## config.mk

```make
export PLATFORM = sky130hd
export DESIGN_NAME = clk_enable_gen
export DESIGN_NICKNAME = d
export VERILOG_FILES = /design/src/rtl/clk_enable_gen.sv
export SDC_FILE = /design/constraint.sdc
export NUM_CORES = 1
export LEC_CHECK = 0
export BUFFER_PORTS_ARGS = -buffer_cell sky130_fd_sc_hd__buf_2
export CAP_MARGIN = 25
export CORE_UTILIZATION = 40
export CTS_CLUSTER_DIAMETER = 50
export CTS_CLUSTER_SIZE = 28
export DETAILED_ROUTE_END_ITERATION = 8
export PLACE_DENSITY_LB_ADDON = 0.2
export SYNTH_ARGS = -nofsm -noshare
export SYNTH_HDL_FRONTEND = slang
export SYNTH_SLANG_ARGS = --single-unit
```

## constraint.sdc

```tcl
create_clock -name inclk0 -period 3.45 [get_ports inclk0]
set_clock_uncertainty 0.1 [all_clocks]
set_input_delay 0.5175 -clock inclk0 [delete_from_list [all_inputs] [get_ports inclk0]]
set_output_delay 0.5175 -clock inclk0 [all_outputs]
set_load 0.01 [all_outputs]
```

## src/rtl/clk_enable_gen.sv

```systemverilog
// clk_enable_gen: runtime-programmable fractional clock-enable generator.
// Every channel emits a one-cycle ce strobe at the average rate
// f_in * MUL / DIV, using a phase accumulator, so the long-run rate is exact.
//
// Ports
//   inclk0   : system clock
//   areset_n : asynchronous active-low reset
//   cfg_wr   : single-cycle configuration write strobe
//   cfg_ch   : target channel of the write
//   cfg_mul  : new MUL value (clamped to DIV when larger)
//   cfg_div  : new DIV value (0 disables the channel)
//   ce       : per-channel enable strobe, registered
//   clk_out  : per-channel toggle, flips together with each ce
//   locked   : goes high LOCK_CYCLES count edges after reset or realignment
//   cfg_err  : one-cycle pulse after an illegal or out-of-range write

module clk_enable_gen_lane #(
  parameter int           W    = 8,
  parameter logic [W-1:0] MUL0 = '0,
  parameter logic [W-1:0] DIV0 = '0
) (
  input  logic         inclk0,
  input  logic         areset_n,
  input  logic         ld_i,
  input  logic [W-1:0] mul_i,
  input  logic [W-1:0] div_i,
  input  logic         align_i,
  output logic         ce_o,
  output logic         clk_out_o
);
  logic [W-1:0] acc_q, acc_d, mul_q, mul_d, div_q, div_d;
  logic         ce_q, ce_d, tog_q, tog_d;
  logic [W:0]   nxt;

  always_comb begin
    nxt   = {1'b0, acc_q} + {1'b0, mul_q};
    acc_d = acc_q;
    mul_d = mul_q;
    div_d = div_q;
    ce_d  = 1'b0;
    tog_d = tog_q;
    if (ld_i) begin
      mul_d = mul_i;
      div_d = div_i;
    end
    if (align_i) begin
      acc_d = '0;
      tog_d = 1'b0;
    end else if (div_q != '0) begin
      // mul <= div and acc < div, so one subtraction always brings acc back below div
      if (nxt >= {1'b0, div_q}) begin
        acc_d = W'(nxt - {1'b0, div_q});
        ce_d  = 1'b1;
      end else begin
        acc_d = nxt[W-1:0];
      end
      tog_d = tog_q ^ ce_d;
    end
  end

  always_ff @(posedge inclk0 or negedge areset_n) begin
    if (!areset_n) begin
      acc_q <= '0;
      mul_q <= MUL0;
      div_q <= DIV0;
      ce_q  <= 1'b0;
      tog_q <= 1'b0;
    end else begin
      acc_q <= acc_d;
      mul_q <= mul_d;
      div_q <= div_d;
      ce_q  <= ce_d;
      tog_q <= tog_d;
    end
  end

  assign ce_o      = ce_q;
  assign clk_out_o = tog_q;
endmodule

module clk_enable_gen #(
  parameter int                  NUM_CH      = 3,
  parameter int                  W           = 8,
  parameter int                  LOCK_CYCLES = 16,
  parameter logic [NUM_CH*W-1:0] MUL_INIT    = {8'd12, 8'd1, 8'd1},
  parameter logic [NUM_CH*W-1:0] DIV_INIT    = {8'd25, 8'd2, 8'd1}
) (
  input  logic              inclk0,
  input  logic              areset_n,
  input  logic              cfg_wr,
  input  logic [2:0]        cfg_ch,
  input  logic [W-1:0]      cfg_mul,
  input  logic [W-1:0]      cfg_div,
  output logic [NUM_CH-1:0] ce,
  output logic [NUM_CH-1:0] clk_out,
  output logic              locked,
  output logic              cfg_err
);
  localparam logic       ST_COUNT = 1'b0;
  localparam logic       ST_ALIGN = 1'b1;
  localparam int         CW       = $clog2(LOCK_CYCLES);
  localparam logic [3:0] NCH4     = 4'(NUM_CH);

  logic          state_q, state_d;
  logic [CW-1:0] lock_cnt_q, lock_cnt_d;
  logic          locked_q, locked_d, err_q, err_d;
  logic          ch_ok, legal_wr, align;
  logic [W-1:0]  mul_c;
  logic [NUM_CH-1:0] ld;

  assign ch_ok    = {1'b0, cfg_ch} < NCH4;
  assign legal_wr = cfg_wr && ch_ok;
  assign mul_c    = (cfg_mul > cfg_div) ? cfg_div : cfg_mul;
  // The write edge and the ALIGN edge both load the aligned state, so the
  // ALIGN cycle itself already shows all-zero outputs.
  assign align    = legal_wr || (state_q == ST_ALIGN);

  always_comb begin
    state_d    = legal_wr ? ST_ALIGN : ST_COUNT;
    err_d      = cfg_wr && (!ch_ok || (cfg_div == '0) || (cfg_mul > cfg_div));
    lock_cnt_d = lock_cnt_q;
    locked_d   = locked_q;
    if (align) begin
      lock_cnt_d = '0;
      locked_d   = 1'b0;
    end else if (!locked_q) begin
      if (lock_cnt_q == CW'(LOCK_CYCLES - 1)) locked_d = 1'b1;
      else                                    lock_cnt_d = lock_cnt_q + 1'b1;
    end
  end

  always_ff @(posedge inclk0 or negedge areset_n) begin
    if (!areset_n) begin
      state_q    <= ST_COUNT;
      lock_cnt_q <= '0;
      locked_q   <= 1'b0;
      err_q      <= 1'b0;
    end else begin
      state_q    <= state_d;
      lock_cnt_q <= lock_cnt_d;
      locked_q   <= locked_d;
      err_q      <= err_d;
    end
  end

  for (genvar i = 0; i < NUM_CH; i++) begin : g_lane
    assign ld[i] = legal_wr && (cfg_ch == 3'(i));
    clk_enable_gen_lane #(
      .W   (W),
      .MUL0(MUL_INIT[i*W +: W]),
      .DIV0(DIV_INIT[i*W +: W])
    ) u_lane (
      .inclk0   (inclk0),
      .areset_n (areset_n),
      .ld_i     (ld[i]),
      .mul_i    (mul_c),
      .div_i    (cfg_div),
      .align_i  (align),
      .ce_o     (ce[i]),
      .clk_out_o(clk_out[i])
    );
  end

  assign locked  = locked_q;
  assign cfg_err = err_q;
endmodule
```

After elaboration in Yosys (flattened, before gate mapping)
Index checks and enable logic that the tools add are counted.
{"block": "word_totals", "reg_bits": 85, "latchBits": 0, "mem_bits_rw": 0, "romBits": 0, "in_bits": 22, "out_inout_bits": 8, "wordCells": 95, "memories": 0}
{"block": "op_classes", "n_addsub": 7, "n_mul": 0, "n_div": 0, "magnitude_cmp": 5, "eq_ne": 5, "shifts": 0, "mux": 38, "n_bitwise": 3, "reduce_logical": 18}
{"operator": "$mux 8", "n": 10}
{"operator": "$add 8x8->9", "n": 3}
{"operator": "$ge 9x8->1", "n": 3}
{"operator": "$mux 1", "n": 25}
{"operator": "$reduce_bool 8->1", "n": 3}
{"operator": "$sub 8x8->8", "n": 3}
{"operator": "$mux 4", "n": 3}
{"operator": "$gt 8x8->1", "n": 1}
{"operator": "$logic_not 8->1", "n": 1}
{"operator": "$reduce_bool 2->1", "n": 3}
{"operator": "$logic_and 1x1->1", "n": 5}
{"operator": "$add 4x1->4 const B", "n": 1}
{"operator": "$eq 4x4->1 const B", "n": 1}
{"operator": "$eq 3x1->1 const B", "n": 1}
{"operator": "$eq 3x2->1 const B", "n": 1}
{"operator": "$logic_not 3->1", "n": 1}
{"operator": "$logic_or 1x1->1", "n": 3}
{"operator": "$lt 3x2->1 const B", "n": 1}
{"operator": "$xor 1x1->1", "n": 3}
{"operator": "$ne 2x1->1 const B", "n": 1}
{"operator": "$ne 2x2->1 const B", "n": 1}
{"operator": "$reduce_and 2->1", "n": 1}
{"operator": "$logic_not 1->1", "n": 1}

Logic depth before layout (Yosys ltp)
{"block": "logic_depth", "ltp_word": 8, "mapped_depth": 14, "mapped_depth_nobuf": 13}

Hierarchy
A second synthesis with hierarchy kept.
{"block": "unflattened", "cells_unflattened": 577, "hier_area_um2": 5746.8}
{"mod": "clk_enable_gen_lane at g_lane[0].u_lane", "instances": 1, "cells_per_inst": 173, "area_per_inst_um2": 1737.9}
{"mod": "clk_enable_gen_lane at g_lane[2].u_lane", "instances": 1, "cells_per_inst": 169, "area_per_inst_um2": 1694.1}
{"mod": "clk_enable_gen_lane at g_lane[1].u_lane", "instances": 1, "cells_per_inst": 169, "area_per_inst_um2": 1690.4}
{"mod": "clk_enable_gen", "instances": 1, "cells_per_inst": 66, "area_per_inst_um2": 624.3}

Least setup slack after synthesis
OpenSTA, ideal clock, no wires.
{"block": "synth_timing", "path_kind": "reg2reg", "startpoint": "register g_lane[1].u_lane.acc_q[0]", "endpoint": "register g_lane[1].u_lane.acc_q[1]", "setup_ns": 0.121, "arrival_time_ns": 3.136, "required_time_ns": 3.229, "path_slack_ns": 0.093, "path_stages_with_launch": 15, "n_path_buf": 1, "path_cell_list": "dfrtp_1 > ha_1 > fa_1 > a211oi_1 > o21bai_1 > a21oi_1 > xnor2_1 > ha_1 > a21o_1 > a31o_2 > o21ai_1 > and2_1 > buf_2 > o21ai_1 > a22o_1"}
{"block": "synth_between", "elab_chain_cells": 5}
{"element": "start, declared", "line_no": "31", "source": "logic [W-1:0] acc_q, acc_d, mul_q, mul_d, div_q, div_d;"}
{"element": "start signal, assigned", "line_no": "63", "source": "acc_q <= '0;"}
{"element": "start signal, assigned", "line_no": "69", "source": "acc_q <= acc_d;"}
{"element": "$add 8x8->9 (*)", "line_no": "36", "source": "nxt = {1'b0, acc_q} + {1'b0, mul_q};"}
{"element": "$sub 8x8->8 / $ge 9x8->1 (equally long branches)", "line_no": "52, 51"}
{"element": "$mux 8 (*)", "line_no": "51", "source": "if (nxt >= {1'b0, div_q}) begin"}
{"element": "$mux 8 (*)", "line_no": "49", "source": "end else if (div_q != '0) begin"}
{"element": "$mux 8 (*)", "line_no": "46", "source": "if (align_i) begin"}
Mark *: on every way between the ends. The rest lies on a longest branch, timed or not. The select of a mux whose other input is x is not followed.
A chain may end at the register's enable or synchronous reset.

Worst setup path after layout
{"block": "layout_timing", "startpoint": "register g_lane[2].u_lane.acc_q[0]", "endpoint": "register g_lane[2].u_lane.acc_q[7]"}
{"block": "layout_between", "elab_chain_cells": 5}
{"element": "start, declared", "line_no": "31"}
{"element": "start signal, assigned", "line_no": "63"}
{"element": "start signal, assigned", "line_no": "69"}
{"element": "$add 8x8->9 (*)", "line_no": "36"}
{"element": "$sub 8x8->8 / $ge 9x8->1 (equally long branches)", "line_no": "52, 51"}
{"element": "$mux 8 (*)", "line_no": "51"}
{"element": "$mux 8 (*)", "line_no": "49"}
{"element": "$mux 8 (*)", "line_no": "46"}
Marks and branches as above.

==> out/qor.txt <==
Outcome: complete, no violations
IO Count: 30
Synth Area in Compound Gates: 21.85%
Hold Buf Count CTS: 0
Seq cells post-synth: 85
Post-synthesis mux area share: 2.690%
Placed cell areas: 6175 µm²
Max-slew violation count: 0
Vert. Die Dim: 121.6 µm
Core ar.: 13930 µm²
Met2 usage in global routing: 35.90%
CTS H-Tree Depth: 3
Post-synth ARST share: 100.0%
Final hold violation count: 0
Initial antenna violation count: 0
Starting density of the core: 41.06%
RSZ-0062 raised after global routing: true
Synth Area per Inst: 9.097 µm²
Grt ovf: 0
Routability-driven placement congestion ratio: 0.9090
First-pass GRT wire length: 24290 µm
Synth warn: 0
Clk sink count: 85
Synth area leader: dfrtp_1
Worst slew pin tran: 0.7787 ns
Sequential area share after synthesis: 37.37%
Critical Path AT: 3.51 ns
CTS buffer count: 9
Tmin final: 3.383 ns
Crit start category: flip-flop
Fin crit share: 98.05%
Worst skew pair latency: 0.35 ns
Met3 Use GR: 2.903%
Syn nets: 714
Fill cell total of the finished layout: 1292
Worst R2R Setup Slack: 0.07 ns
Simple-Gate Fraction of Synth Area: 14.02%
CTS max path bufs: 2
Adder-Cell Fraction of Synth Area: 14.56%
Routed Antenna Nets: 0
FF-to-FF End: g_lane[2].u_lane.acc_q[7]
DRT Wirelength: 14970 µm
Top fanout value on the critical path: 4
Fmax: 295.6 MHz
Drt pass-1 iters: 5
Synth top area share: 33.24%
Worst-path clk slew: 0.07 ns
Top_reg_cell synth: dfrtp_1
Hold WC Path Type: in -> async
Tot GR Track Use: 21.83%
R2r startpoint: g_lane[2].u_lane.acc_q[0]
Layout cells sized above 1: 19.65%
Fin cells: 867
Crit end category: flip-flop
Largest family of logic cells by synthesized area: compound AO/OA/AOI/OAI gates
DR iter-0 viols: 304
Port buffer count: 29
Max cap viols: 0
Synth Instances: 629
Largest cells by area after synthesis: dfrtp_1 33%, ha_1 12%, a21oi_1 6.2%, dfstp_2 4.1%, o21ai_0 3.8%
EDFF count, synth: 0
Count leader, synth: dfrtp_1
Number of antenna diodes: 0
Vias/cell: 5.533
Nets: 767
Grt met1 use: 28.69%
# rows: 43
TritonCTS clock tree: built
DR vias: 4797
Most Used Layer, Global Route: met2
Worst reg2reg path depth: 12
Pin count of the biggest net entering global routing: 42
Vias in the first global route: 4669
Library cells used by synthesis: 59
Area grow syn2layout: 18.39%
Final setup violating endpoints: 0
# DRC: 0
Drt wl/cell: 17.26 µm
Chip width: 121.6 µm
Design Area, Final: 6774 µm²
Syn Std Cell Area: 5722 µm²
Cells after DPL: 840
Synth cell count leaders: 76 x dfrtp_1, 71 x a21oi_1, 57 x ha_1
Setup CP Type: reg -> reg
Final HPWL DP: 11490 µm
Clk root buf: clkbuf_16
Critical Path RT: 3.58 ns
Worst slew margin: 47.86%
Die ar.: 14790 µm²
Sum Neg Setup Slack: 0 ns
Synth Area in XOR/XNOR: 4.745%
[through the flow]
step	hold slack (ns)	setup WS [ns]	util (%)
2_1_floorplan	0.1219	0.09307	-
3_5_place_dp	0.3798	-0.1751	44.31
4_1_cts	0.06203	0.003939	47.54
6_report	0.04105	0.06740	48.61
5_1_grt	0.09264	-0.07277	48.61
3_3_place_gp	0.3755	-0.07464	44.31
[critical path, cell delays in order (launching register included)]
cell and delay, ns:
dfrtp_1 0.38, ha_2 0.21, fa_2 0.42, a211oi_4 0.29, o21bai_1 0.09, a21oi_1 0.17
xnor2_1 0.12, ha_1 0.36, nand4_1 0.19, o21ai_2 0.23, a31oi_4 0.06, o41a_1 0.38
a32o_1 0.25
[per-layer routing]
layer  up-vias  routed length [µm]
met1      2324                6996
met2        85                7226
met3        23                 370
li1       2365                   -
met4         0                 374
met5         -                   0
[worst max path at each step]
stage | start | endpoint | slack [ns]
5_1_grt | g_lane[2].u_lane.acc_q[0] | g_lane[2].u_lane.acc_q[7] | -0.07
3_5_place_dp | g_lane[2].u_lane.mul_q[0] | g_lane[2].u_lane.clk_out_o | -0.18
3_3_place_gp | g_lane[2].u_lane.mul_q[0] | g_lane[2].u_lane.clk_out_o | -0.07
6_report | g_lane[2].u_lane.acc_q[0] | g_lane[2].u_lane.acc_q[7] | 0.07
4_1_cts | g_lane[2].u_lane.mul_q[3] | g_lane[2].u_lane.acc_q[7] | 0.004
2_1_floorplan | g_lane[1].u_lane.acc_q[0] | g_lane[1].u_lane.acc_q[1] | 0.09
[what timing repair did]
| item | in CTS | in global routing |
|---|---|---|
| setup buffers | 4 | 6 |
| gates cloned | 0 | 0 |
| resized for setup | 16 | 23 |
| pin swaps | 9 | 24 |
| endpoints found under the setup margin | 19 | 28 |
[sequential cells by signal, summed over array words and instances (netlist names)]
register,cells
g_lane.u_lane.ce_o,3
state_q,1
lock_cnt_q,4
g_lane.u_lane.clk_out_o,3
cfg_err,1
g_lane.u_lane.mul_q,24
locked,1
g_lane.u_lane.acc_q,24
g_lane.u_lane.div_q,24
[layout make-up]
type | count | area (µm²) | area share [%]
multi-input cells | 481 | 3480 | 51.37
flip-flops and latches | 85 | 2138 | 31.57
repair buffers | 63 | 410.4 | 6.058
clock buffers | 10 | 229.0 | 3.380
well taps | 180 | 225.2 | 3.325
inverters | 42 | 157.7 | 2.327
clock inverters | 6 | 133.9 | 1.976
[kinds of logic (layout without fill, tap and decap cells)]
logic type / Yosys count / in the layout
flops: 85 / 85
xor+xnor: 31 / 31
fa+ha+maj: 63 / 63
buf+inv: 63 / 121
compound gates: 200 / 200
mux: 15 / 15
simple gates: 172 / 172
[placed cells by master (no fill, tap or decap), types with 4 or more instances in the layout]
cell type  Yosys  final
bufinv_16      0      4
nor2_1        54     54
a21oi_2        1      6
dfrtp_1       76     76
dfstp_2        9      9
nand2_1       55     55
a21boi_0       6      5
clkbuf_16      0      9
o21ai_2        1      4
o21ai_1       13     13
nor4_1        11     11
nor2b_1        7      7
o21bai_1       7      7
buf_4          6     33
a21o_1        11     11
xnor2_1       19     18
nand3_1       14     14
a21oi_1       71     66
o21ai_0       44     41
a22o_1         5      5
xor2_1        12     12
nand4_1        7      7
mux2i_1       12     11
buf_2          5     28
nor3_1         6      5
inv_1         42     42
ha_1          57     53
Power is not shown: default switching activity piles up to over one toggle a cycle in this logic, so the estimate is an artifact.
